===== config.mk =====
export PLATFORM = sky130hd
export DESIGN_NAME = demux16_collect
export DESIGN_NICKNAME = d
export VERILOG_FILES = /design/src/rtl/demux16_collect.sv
export SDC_FILE = /design/constraint.sdc
export NUM_CORES = 1
export LEC_CHECK = 0
export ABC_AREA = 0
export CAP_MARGIN = 0
export CORE_ASPECT_RATIO = 1.5
export CORE_MARGIN = 10
export CORE_UTILIZATION = 45
export DETAILED_ROUTE_END_ITERATION = 8
export PLACE_DENSITY = 0.73
export SLEW_MARGIN = 40
export SYNTH_ARGS = -nofsm -noshare
export SYNTH_HDL_FRONTEND = slang
export SYNTH_SLANG_ARGS = --single-unit

===== constraint.sdc =====
create_clock -name clk -period 1.8 [get_ports clk]
set_clock_uncertainty 0.2 [all_clocks]
set_input_delay 0.36 -clock clk [delete_from_list [all_inputs] [get_ports clk]]
set_output_delay 0.36 -clock clk [all_outputs]
set_load 0.02 [all_outputs]

===== src/rtl/demux16_collect.sv =====
// demux16_collect
// Bit-serial 1:N demultiplexing collector. Each accepted bit lands at word
// position sel and marks that position in fill_mask. Once every position has
// been written, the word is held on a valid/ready port. Input is
// back-pressured until the consumer takes the word.
//
// state   | meaning
// --------+-----------------------------------------------------------
// COLLECT | accepting bits, word_valid=0, in_ready=1
// HOLD    | word complete, word_valid=1, in_ready=0, waiting word_ready
//
// Ports:
//   clk, rst          rising-edge clock, synchronous active-high reset
//   bit_in, sel       data bit and destination position (sel=0 -> word[0])
//   in_valid/in_ready input handshake
//   word_out          assembled word
//   word_valid/ready  output handshake
//   fill_mask         positions written since last clear
//   fill_cnt          popcount of fill_mask
//   dup_err           one-cycle pulse after a write to an already-filled slot
module demux16_collect #(
   parameter int SEL_W = 4
) (
   input  logic                 clk,
   input  logic                 rst,
   input  logic                 bit_in,
   input  logic [SEL_W-1:0]     sel,
   input  logic                 in_valid,
   output logic                 in_ready,
   output logic [(1<<SEL_W)-1:0] word_out,
   output logic                 word_valid,
   input  logic                 word_ready,
   output logic [(1<<SEL_W)-1:0] fill_mask,
   output logic [SEL_W:0]       fill_cnt,
   output logic                 dup_err
);

   localparam int N = 1 << SEL_W;

   typedef enum logic {
      COLLECT = 1'b0,
      HOLD    = 1'b1
   } state_t;

   state_t         state_q, state_d;
   logic [N-1:0]   word_q, word_d;
   logic [N-1:0]   mask_q, mask_d;
   logic [SEL_W:0] cnt_q, cnt_d;
   logic           dup_q, dup_d;

   always_ff @(posedge clk) begin
      if (rst) begin
         state_q <= COLLECT;
         word_q  <= '0;
         mask_q  <= '0;
         cnt_q   <= '0;
         dup_q   <= 1'b0;
      end else begin
         state_q <= state_d;
         word_q  <= word_d;
         mask_q  <= mask_d;
         cnt_q   <= cnt_d;
         dup_q   <= dup_d;
      end
   end

   always_comb begin
      state_d = state_q;
      word_d  = word_q;
      mask_d  = mask_q;
      cnt_d   = cnt_q;
      dup_d   = 1'b0;
      case (state_q)
         COLLECT: begin
            // in_ready is 1 throughout COLLECT, so in_valid alone means accept
            if (in_valid) begin
               word_d[sel] = bit_in;
               if (mask_q[sel]) begin
                  dup_d = 1'b1;
               end else begin
                  mask_d[sel] = 1'b1;
                  cnt_d       = cnt_q + {{SEL_W{1'b0}}, 1'b1};
               end
               if (&mask_d) begin
                  state_d = HOLD;
               end
            end
         end
         HOLD: begin
            if (word_ready) begin
               word_d  = '0;
               mask_d  = '0;
               cnt_d   = '0;
               state_d = COLLECT;
            end
         end
         default: begin
            state_d = COLLECT;
         end
      endcase
   end

   assign word_valid = (state_q == HOLD);
   assign in_ready   = (state_q == COLLECT);
   assign word_out   = word_q;
   assign fill_mask  = mask_q;
   assign fill_cnt   = cnt_q;
   assign dup_err    = dup_q;

endmodule


==> flow_metrics.tcl <==
set metrics [dict create \
    seq_area_frac_synth_pct 36.9 \
    hold_viol_final 0 \
    port_buffers 48 \
    seqCellArea_um2 798 \
    crit_fanout 1 \
    antenna_found_initial 0 \
    clk_latency_ns 0.30 \
    endpoint_kind "primary output" \
    cap_viol_max_count 0 \
    relSlewSlack_pct 66.0 \
    period_minus_slack_ns 1.76 \
    detail-route-antenna-nets 0 \
    syn-cell-area_um2 2110 \
    rows 30 \
    fillCellCount 382 \
    n_antenna_cell 0 \
    grt_use_total_pct 16.1 \
    cts_made_buffers 5 \
    die_w_um 76.0 \
    multi_input_area_um2 1290 \
    vias 2119 \
    crit_family "buffers and inverters" \
    fmax_mhz 569 \
    hold_buffers 0 \
    report.final.slew_viol_count 0 \
    grt_max_degree 18 \
    dieArea_um2 7900 \
    via_per_inst 5.46 \
    clk_pin_slew_worst_paths_ns 0.08 \
    rsz0062_at_grt "false" \
    nets 333 \
    period_share_pct 97.7 \
    synth_async_sr_flop_share_pct 0 \
    yosysWarnings 0 \
    drive_gt1_share_pct 32.1 \
    yosys_most_used_dff "dfxtp_1" \
    outcome "finished clean" \
    overflow 0 \
    syn_area_per_cell_um2 9.08 \
    gp_routability_congestion 0.914 \
    core-area_um2 4540 \
    io_pins 49 \
    dpl.hpwl_um 5010 \
    yosysMostFrequentCell "dfxtp_1" \
    crit_required_ns 1.24 \
    total_leakage_power_nw 1.42 \
    area_growth_syn_to_layout_pct 46.6 \
    finish.utilization_pct 68.3 \
    p_total_mw 1.98 \
    wl_per_cell_um 17.0 \
    synth_largest_area_cell "dfxtp_1" \
    worstPathArrival_ns 1.20 \
    clockBufferDepth 2 \
    worst_pin_slew_ns 0.511 \
    grt_pass1_vias 2107 \
    htreeDepth 2 \
    crit_buf_inv 1 \
    path_class "flip-flop to primary output" \
    path_cells "clkdlybuf4s50_1" \
    ys_seq_elements 39 \
    synthTopCellsByCount "39 x dfxtp_1, 30 x nor2_1, 16 x mux2i_1, 14 x nand2_1, 12 x o21a_1" \
    critPathMaxStageDelay_ns 0.59 \
    wirelength_um 6580 \
    cts_root_buffer "clkbuf_8" \
    synthCells 233 \
    cts_tree "done" \
    first_iter_violations 143 \
    ir_drop_uv 602 \
    drtPass1Iterations 4 \
    cellPowerDensity_nw_per_um2 638 \
    synth_edf_count 0 \
    drc 0 \
    grt_pass1_wl_um 10500 \
    finalSetupViolations 0 \
    cp_slowest_cell "clkdlybuf4s50_1" \
    yosys.area.top_type_share_pct 36.9 \
    start_util_pct 46.6 \
    synth.area.top_cells "dfxtp_1 37%, mux2i_1 7.6%, nor2_1 5.3%" \
    synthesis.nets 243 \
    hold_class "flip-flop to flip-flop" \
    startpoint_type "flip-flop" \
    synth_cell_types 46 \
    clkSinkCount 39 \
    die-height_um 104 \
]
[path summary, 6_finish.rpt]
check                              from                         to  slack [ns]  cells past startpoint
max                  dup_err$_SDFF_PP0_                    dup_err        0.04                      1
min reg2reg   word_out[10]$_SDFFE_PP0P_  word_out[10]$_SDFFE_PP0P_        0.28                      2
max reg2reg  fill_mask[12]$_SDFFE_PP0P_   fill_cnt[0]$_SDFFE_PP0P_        0.11                      5
min           word_out[10]$_SDFFE_PP0P_  word_out[10]$_SDFFE_PP0P_        0.28                      2
[stage by stage]
| step | hold slack (ns) | cell area (um2) | setup WS (ns) | setup TNS [ns] | cells |
|---|---|---|---|---|---|
| CTS | 0.276 | 3040 | -0.0175 | -0.0175 | 385 |
| floorplan | 0.338 | 2110 | 0.0369 | 0 | 233 |
| finish | 0.276 | 3100 | 0.0416 | 0 | 388 |
| detailed placement | 0.267 | 2920 | -0.900 | -19.87 | 376 |
| global route | 0.289 | 3100 | 0.00576 | 0 | 388 |
| global placement | 0.264 | 2920 | -1.02 | -19.02 | 376 |
[timing repair]
action / in CTS / in global routing
setup endpoints to repair: 75 / 22
pin swaps: 4 / 11
resized for setup: 61 / 30
gates cloned: 0 / 0
setup buffers: 1 / 3
[worst min-delay path: stages (launching register included)]
cell and delay [ns]:
dfxtp_1 0.31, o21ai_0 0.06, a21oi_1 0.06
[layer usage]
metal	vias to the layer above	GRT usage (%)	routed length, um
met1	991	17.3	2710
met4	0	5.98	131
met2	80	28.8	3350
met3	12	4.41	388
met5	-	0	0
li1	1036	-	-
[sequential cells by signal (all words and copies together), names as in the netlist]
| signal | cells |
|---|---|
| word_out | 16 |
| word_valid | 1 |
| fill_cnt | 5 |
| fill_mask | 16 |
| dup_err | 1 |
[cell type report]
type                            instances  area share [%]
Clock buffer                            5            2.22
Clock inverter                          3            1.41
Inverter                                2           0.242
Multi-Input combinational cell        176            41.6
Sequential cell                        39            25.7
Tap cell                               64            2.58
Timing Repair Buffer                   99            26.2
[layout by cell type (no fill, tap or decap), drive strengths merged, types with 2 or more instances in the layout]
cell type	synthesis	layout
nor3	7	7
o22ai	2	2
or2	3	3
nand4	8	8
buf	9	53
nand2	14	14
mux4	4	4
mux2i	16	16
a32oi	4	4
nor4	2	2
a31o	2	2
inv	2	2
o211ai	3	3
a21oi	11	11
mux2	5	5
nand2b	11	11
a21o	5	5
nor2b	5	5
a2111oi	2	2
nor2	31	31
o21ai	10	10
clkbuf	7	7
dfxtp	39	39
clkinv	0	2
o21a	12	12
dlygate4sd2	0	39
a22o	5	5
clkdlybuf4s50	0	4
nand3	5	5
[power by group]
part,internal (mW),switching [mW]
registers,0.879,0.0182
clock network,0.413,0.326
logic,0.164,0.177
total,1.46,0.522
[logic make-up after synthesis]
logic type               count (synthesis)  share of synthesized area, %
buffers and inverters                   18                          5.56
multiplexers                            25                          15.0
AND/OR/NAND/NOR                         88                          21.5
adder cells (fa/ha/maj)                  1                         0.592
flip-flops                              39                          36.9
AO/OA/AOI/OAI                           62                          20.4
(Power assumes the default switching activity.)
